--- config.mk ---
export PLATFORM = sky130hd
export DESIGN_NAME = mode_reg_reader
export DESIGN_NICKNAME = d
export VERILOG_FILES = /design/src/rtl/mode_reg_reader.sv
export SDC_FILE = /design/constraint.sdc
export NUM_CORES = 1
export LEC_CHECK = 0
export CAP_MARGIN = 20
export CORE_ASPECT_RATIO = 0.6
export CORE_UTILIZATION = 49
export CTS_BUF_LIST = sky130_fd_sc_hd__clkbuf_4 sky130_fd_sc_hd__clkbuf_8
export CTS_CLUSTER_DIAMETER = 120
export CTS_CLUSTER_SIZE = 12
export DETAILED_ROUTE_END_ITERATION = 6
export GPL_TIMING_DRIVEN = 0
export PLACE_DENSITY = 0.86
export REMOVE_ABC_BUFFERS = 1
export SKIP_CTS_REPAIR_TIMING = 1
export SLEW_MARGIN = 25
export SYNTH_ARGS = -nofsm -noshare
export SYNTH_HDL_FRONTEND = slang
export SYNTH_SLANG_ARGS = --single-unit
--- constraint.sdc ---
create_clock -name clk -period 2.4 [get_ports clk]
set_input_delay 0.48 -clock clk [delete_from_list [all_inputs] [get_ports clk]]
set_output_delay 0.48 -clock clk [all_outputs]
set_load 0.01 [all_outputs]
--- src/rtl/mode_reg_reader.sv ---
// Mode register read-back: tracks a shadow of the writer's bits and
// streams a snapshot as one addressed bit or a 16-beat LSB-first scan.
module mode_reg_reader #(
  parameter int WIDTH = 16,
  parameter int SEL_W = 4
) (
  input  logic             clk,
  input  logic             rst_n,
  input  logic [WIDTH-1:0] register,
  input  logic [SEL_W-1:0] wr_sel,
  input  logic             wr_strobe,
  input  logic             rd_req,
  input  logic             rd_scan,
  input  logic [SEL_W-1:0] rd_sel,
  input  logic             rd_ready,
  output logic             rd_valid,
  output logic             rd_bit,
  output logic [SEL_W-1:0] rd_index,
  output logic             busy,
  output logic [WIDTH-1:0] shadow
);

  typedef enum logic [1:0] {
    IDLE,
    SINGLE,
    SCAN
  } state_t;

  state_t           state;
  logic [WIDTH-1:0] snap;
  logic [WIDTH-1:0] shadow_nxt;
  logic [SEL_W-1:0] idx;
  logic [SEL_W-1:0] wr_bit;
  logic             accept;
  logic             last_beat;

  // Selects 12..15 all land on bit 15 (writer's default arm).
  function automatic logic [SEL_W-1:0] bit_of(
    input logic [SEL_W-1:0] s
  );
    return (s >= SEL_W'(12)) ? SEL_W'(15) : s;
  endfunction

  always_comb begin
    wr_bit     = bit_of(wr_sel);
    shadow_nxt = shadow;
    if (wr_strobe)
      shadow_nxt[wr_bit] = register[wr_bit];
  end

  always_ff @(posedge clk or negedge rst_n) begin
    if (!rst_n)
      shadow <= '0;
    else
      shadow <= shadow_nxt;
  end

  assign busy      = (state != IDLE);
  assign rd_valid  = busy;
  assign accept    = rd_valid && rd_ready;
  assign last_beat = (idx == SEL_W'(15));
  assign rd_bit    = busy ? snap[idx] : 1'b0;
  assign rd_index  = busy ? idx : '0;

  always_ff @(posedge clk or negedge rst_n) begin
    if (!rst_n) begin
      state <= IDLE;
      snap  <= '0;
      idx   <= '0;
    end else begin
      case (state)
        IDLE: begin
          if (rd_req) begin
            snap <= shadow_nxt;
            if (rd_scan) begin
              idx   <= '0;
              state <= SCAN;
            end else begin
              idx   <= rd_sel;
              state <= SINGLE;
            end
          end
        end
        SINGLE: begin
          if (accept)
            state <= IDLE;
        end
        SCAN: begin
          if (accept) begin
            if (last_beat)
              state <= IDLE;
            else
              idx <= idx + SEL_W'(1);
          end
        end
        default: state <= IDLE;
      endcase
    end
  end

endmodule

# Word level (Yosys, flattened, before mapping)

Index checks and enable logic that the tools add are counted.

Add/sub/neg operators: 1
Order comparisons: 4
Equal/unequal tests: 8
Muxes and demuxes: 22
Reduce and logical (&&, ||, !) cells: 8

Operators by type and width:

| kind                                                                                | count |
|---|---|
| 4-bit 2-to-1 mux                                                                    | 6 |
| 16-bit bitwise mux                                                                  | 1 |
| 16-bit 2-to-1 mux                                                                   | 1 |
| 4-bit by 5-bit < comparator with 1-bit output, second input constant                | 2 |
| 2-bit 2-to-1 mux                                                                    | 5 |
| 2-bit != test, second input constant                                                | 5 |
| 1-bit binary-select mux with 4-bit select                                           | 2 |
| 4-bit case mux with 2 select lines                                                  | 1 |
| 4-bit AND reduction                                                                 | 2 |
| 2-bit case mux with 3 select lines                                                  | 1 |
| 4-bit by 1-bit adder with 4-bit output, second input constant                       | 1 |
| 1-bit demux with 4-bit select                                                       | 1 |
| 4-bit equality test, second input constant                                          | 1 |
| 4-bit by 1-bit greater-or-equal comparator with 1-bit output, second input constant | 1 |
| 4-bit greater-or-equal comparator, second input constant                            | 1 |
| 1-bit 2-to-1 mux                                                                    | 4 |
| 2-bit nonzero test                                                                  | 2 |
| 2-bit by 1-bit equality test with 1-bit output, second input constant               | 1 |
| 2-bit equality test, second input constant                                          | 1 |
| 1-bit logical AND                                                                   | 2 |
| 2-bit logical NOT                                                                   | 1 |
| 2-bit AND reduction                                                                 | 1 |

Flip-flop bits (word level): 38
Bits of input ports: 30
Output and inout bits: 23
Logic and storage cells: 47

# Longest topological paths before layout

Depth after elaboration: 8
Mapped depth: 5
Gate-level depth less buffers: 5

# Worst setup path after synthesis

OpenSTA, ideal clock, no wires.

Path kind: reg2out
Start: register idx[1]
End: output rd_bit
Data arrival time: 1430 ps
Data required time: 1920 ps
Setup slack: 490 ps
Stages on the path, launching flop included: 6
Buffers on the path: 1
Cells stage by stage: dfrtp_1 buf_2 mux4_2 o22ai_1 nor4_1 a31o_1

Cells in the longest elaborated chain, start to end: 3

RTL lines:

| item                                      | line | text |
|---|---|---|
| start, declared                           | 32   | `logic [SEL_W-1:0] idx;` |
| start signal, assigned                    | 79   | `idx <= rd_sel;` |
| start signal, assigned                    | 93   | `idx <= idx + SEL_W'(1);` |
| 1-bit binary-select mux with 4-bit select | 62   | `assign rd_bit = busy ? snap[idx] : 1'b0;` |
| 1-bit 2-to-1 mux (implied by the code)    | 62   |  |
| 1-bit 2-to-1 mux                          | 62   |  |
| end, declared                             | 17   | `output logic rd_bit,` |

No other way between the ends. The select of a mux whose other input is x is not followed.

# Worst setup path in the final report

Ends and elaborated chain as after synthesis.

==> flow_summary_export.csv <==
group,metric,value,unit
logic_synthesis,ys_async_sr_fraction,100,%
pwr,max-vdd-ir-drop,0.000627,V
critical_path,timing.critical_path.required,1.92,ns
die,overall_die_height,50.1,um
clocking,tritoncts,"yes",
logic_synthesis,synth.yosys.warnings,0,
logic_synthesis,synth.yosys.seq_area_share,50.2,%
min_path,worst_hold_path_type,"in2async",
routing,route.vias.total,1454,
flow_run,maxCapViolations,0,
logic_synthesis,synth_adder_area_share,0.661,%
routing,drt-wirelength-per-cell,17.0,um
critical_path,crit_path_end_kind,"output port",
pwr,power.static_leakage,1.10,nW
final_layout,fin_cells,252,
routing,detail_route.drc_violations,0,
routing,drt_first_iter_violations,74,
logic_synthesis,synth_largest_area_cell,"dfrtp_1",
timing,finalWorstPathRequiredPeriod,2.32,ns
timing,timing.max_slew.rel_slack,40.6,%
logic_synthesis,synth_most_common_cell,"dfrtp_1",
logic_synthesis,synth_flop_cell,"dfrtp_1",
logic_synthesis,simple_logic_cell_fraction_of_the_synthesized_area,14.9,%
logic_synthesis,avgSynthCellArea,12.1,um2
timing,period_share,96.8,%
placement,dpl-instance-area,2390,um2
critical_path,critical_path.max_fanout,6,
die,io_pins,53,
final_layout,fillers,268,
logic_synthesis,synth_mux_area_share,22.9,%
placement,port_buffers,49,
clocking,numClockSinks,38,
global_routing,grt.overflow.total,0,
final_layout,area_growth,33.8,%
logic_synthesis,synth.distinct_cells,37,
critical_path,critical_path_arrival,1.84,ns
logic_synthesis,netlist_area,1890,um2
logic_synthesis,synthTopCellsByCount,"38 x dfrtp_1, 26 x mux2_2, 8 x nand2_1",
logic_synthesis,synth_seq_cells,38,
die,num_rows,17,
outcome,run_status,"finished clean",
clocking,clkTransAtPathRegs,0.07,ns
logic_synthesis,synth_area_leaders,"dfrtp_1 50%, mux2_2 15%, mux2_4 4.0%, mux4_2 2.4%, a21oi_1 1.9%",
timing,tightestPinTransition,0.891,ns
routing,detailedRoute.firstPassIterationCount,4,
logic_synthesis,synth-compound-area-share,6.87,%
clocking,clk_latency,0.29,ns
global_routing,grt_max_degree,30,
critical_path,start_kind,"register",
placement,numPlacedInstances,241,
timing,worst_clock_skew,0.00124,ns
die,fp.dieArea,4120,um2
clocking,cts-buffers-inserted,5,
final_layout,diodes,0,
timing,drv_slew,0,
final_layout,drive_gt1_share,26.8,%
critical_path,criticalPathCategory,"reg2out",
clocking,cts_root_buf,"clkbuf_8",
logic_synthesis,syn-instance-count,157,
routing,wirelength_routed,4.28,mm
logic_synthesis,synth_top_family_by_area,"multiplexers",
final_layout,fin_area,2530,um2
final_layout,nets,235,
global_routing,grt_pass1_wl,6.84,mm
routing,detail-route-antenna-nets,0,
die,die_width,82.2,um
logic_synthesis,synth_xor_xnor_area_share,0,%
global_routing,global_route.usage.total,23.0,%
global_routing,first_global_vias,1452,
clocking,number_of_h_tree_levels,2,
global_routing,grt_antenna_before_repair,0,
timing,report.final.hold_viol_count,0,
logic_synthesis,yosysTopAreaCellShare,50.2,%
timing,setup_viol,0,
placement,global_placer_s_final_weighted_congestion,0.883,
timing,fmax,0.430,GHz
placement,dpl.hpwl,3.21,mm
clocking,clk_path_buf_depth,2,
routing,routed_via_density,5.77,
pwr,power.density,1080,nW/um2
die,core,3680,um2
die,initial_core_util,51.4,%
logic_synthesis,synth_edf_count,0,
-- registers in the layout (all words and copies together), names as in the netlist --
signal	flops
snap	16
shadow	16
idx	4
state	2
-- per-layer routing --
| layer | track usage [%] | vias to the layer above | part of all wire, % |
|---|---|---|---|
| li1 | - | 663 | - |
| met4 | 12.0 | 0 | 2.3 |
| met5 | 0 | - | 0 |
| met2 | 33.9 | 69 | 45 |
| met1 | 31.1 | 712 | 45 |
| met3 | 6.36 | 10 | 7.3 |
-- power by group --
| part | leakage [nW] | total, W | internal [W] | switching [W] |
|---|---|---|---|---|
| combinational | 0.567 | 0.00115 | 0.000681 | 0.000471 |
| clock | 0.0579 | 0.000527 | 0.000306 | 0.000222 |
| sequential | 0.475 | 0.00105 | 0.000843 | 0.000212 |
-- worst max-delay path, cell delays in order, from the launching register on --
cell	delay (ns)
dfrtp_2	0.46
mux4_2	0.53
nor2_2	0.09
a31oi_1	0.06
a31o_1	0.25
dlymetal6s2s_1	0.17
-- worst paths after layout --
path	startpoint	end	slack, ns	cells after the start
max	idx[1]$_DFFE_PN0P_	rd_bit	0.08	5
min	rst_n	shadow[2]$_DFF_PN0_	0.04	1
max reg2reg	state[0]$_DFFE_PN0P_	idx[2]$_DFFE_PN0P_	0.52	4
min reg2reg	shadow[13]$_DFF_PN0_	shadow[13]$_DFF_PN0_	0.40	0
max in group asynchronous	rst_n	idx[1]$_DFFE_PN0P_	1.93	2
min in group clk	shadow[13]$_DFF_PN0_	shadow[13]$_DFF_PN0_	0.40	0
-- logic make-up (layout without fill, tap and decap cells) --
family,count (synthesis),after routing
AND/OR/NAND/NOR,46,46
buffers and inverters,17,65
multiplexers,35,35
AO/OA/AOI/OAI,20,20
adder cells (fa/ha/maj),1,1
flip-flops,38,38
-- final cells by class --
class | count | area, um2 | area share [%]
Clock buffer | 5 | 68.8 | 2.72
Clock inverter | 3 | 40.0 | 1.58
Inverter | 4 | 15.0 | 0.593
Multi-Input combinational cell | 102 | 870 | 34.3
Sequential cell | 38 | 953 | 37.6
Tap cell | 47 | 58.8 | 2.32
Timing Repair Buffer | 53 | 528 | 20.8
-- cell usage in the layout, fill, tap and decap left out, types with 3 or more instances in the layout --
| cell type | netlist | routed |
|---|---|---|
| a21oi_1 | 7 | 7 |
| a31oi_1 | 3 | 3 |
| clkbuf_8 | 0 | 5 |
| clkdlybuf4s50_1 | 0 | 47 |
| dfrtp_1 | 38 | 36 |
| inv_1 | 4 | 4 |
| mux2_2 | 26 | 26 |
| mux2_4 | 5 | 5 |
| nand2_1 | 8 | 8 |
| nand2b_1 | 4 | 4 |
| nand3_1 | 6 | 6 |
| nand4b_1 | 4 | 4 |
| nor2_1 | 6 | 4 |
| nor2b_1 | 5 | 5 |
-- stage by stage --
step	hold slack (ns)	TNS, ns	setup slack (ns)	utilization (%)	total power, W
4_1_cts	0.0436	-0.443	-0.443	67.9	0.00268
5_1_grt	0.0469	-0.00523	-0.00523	68.9	0.00291
6_report	0.0406	0	0.0764	68.9	0.00273
3_3_place_gp	0.381	-0.102	-0.102	64.5	0.00208
2_1_floorplan	0.184	0	0.469	-	0.00166
3_5_place_dp	0.359	-0.148	-0.131	64.9	0.00215
(Power assumes the default switching activity.)
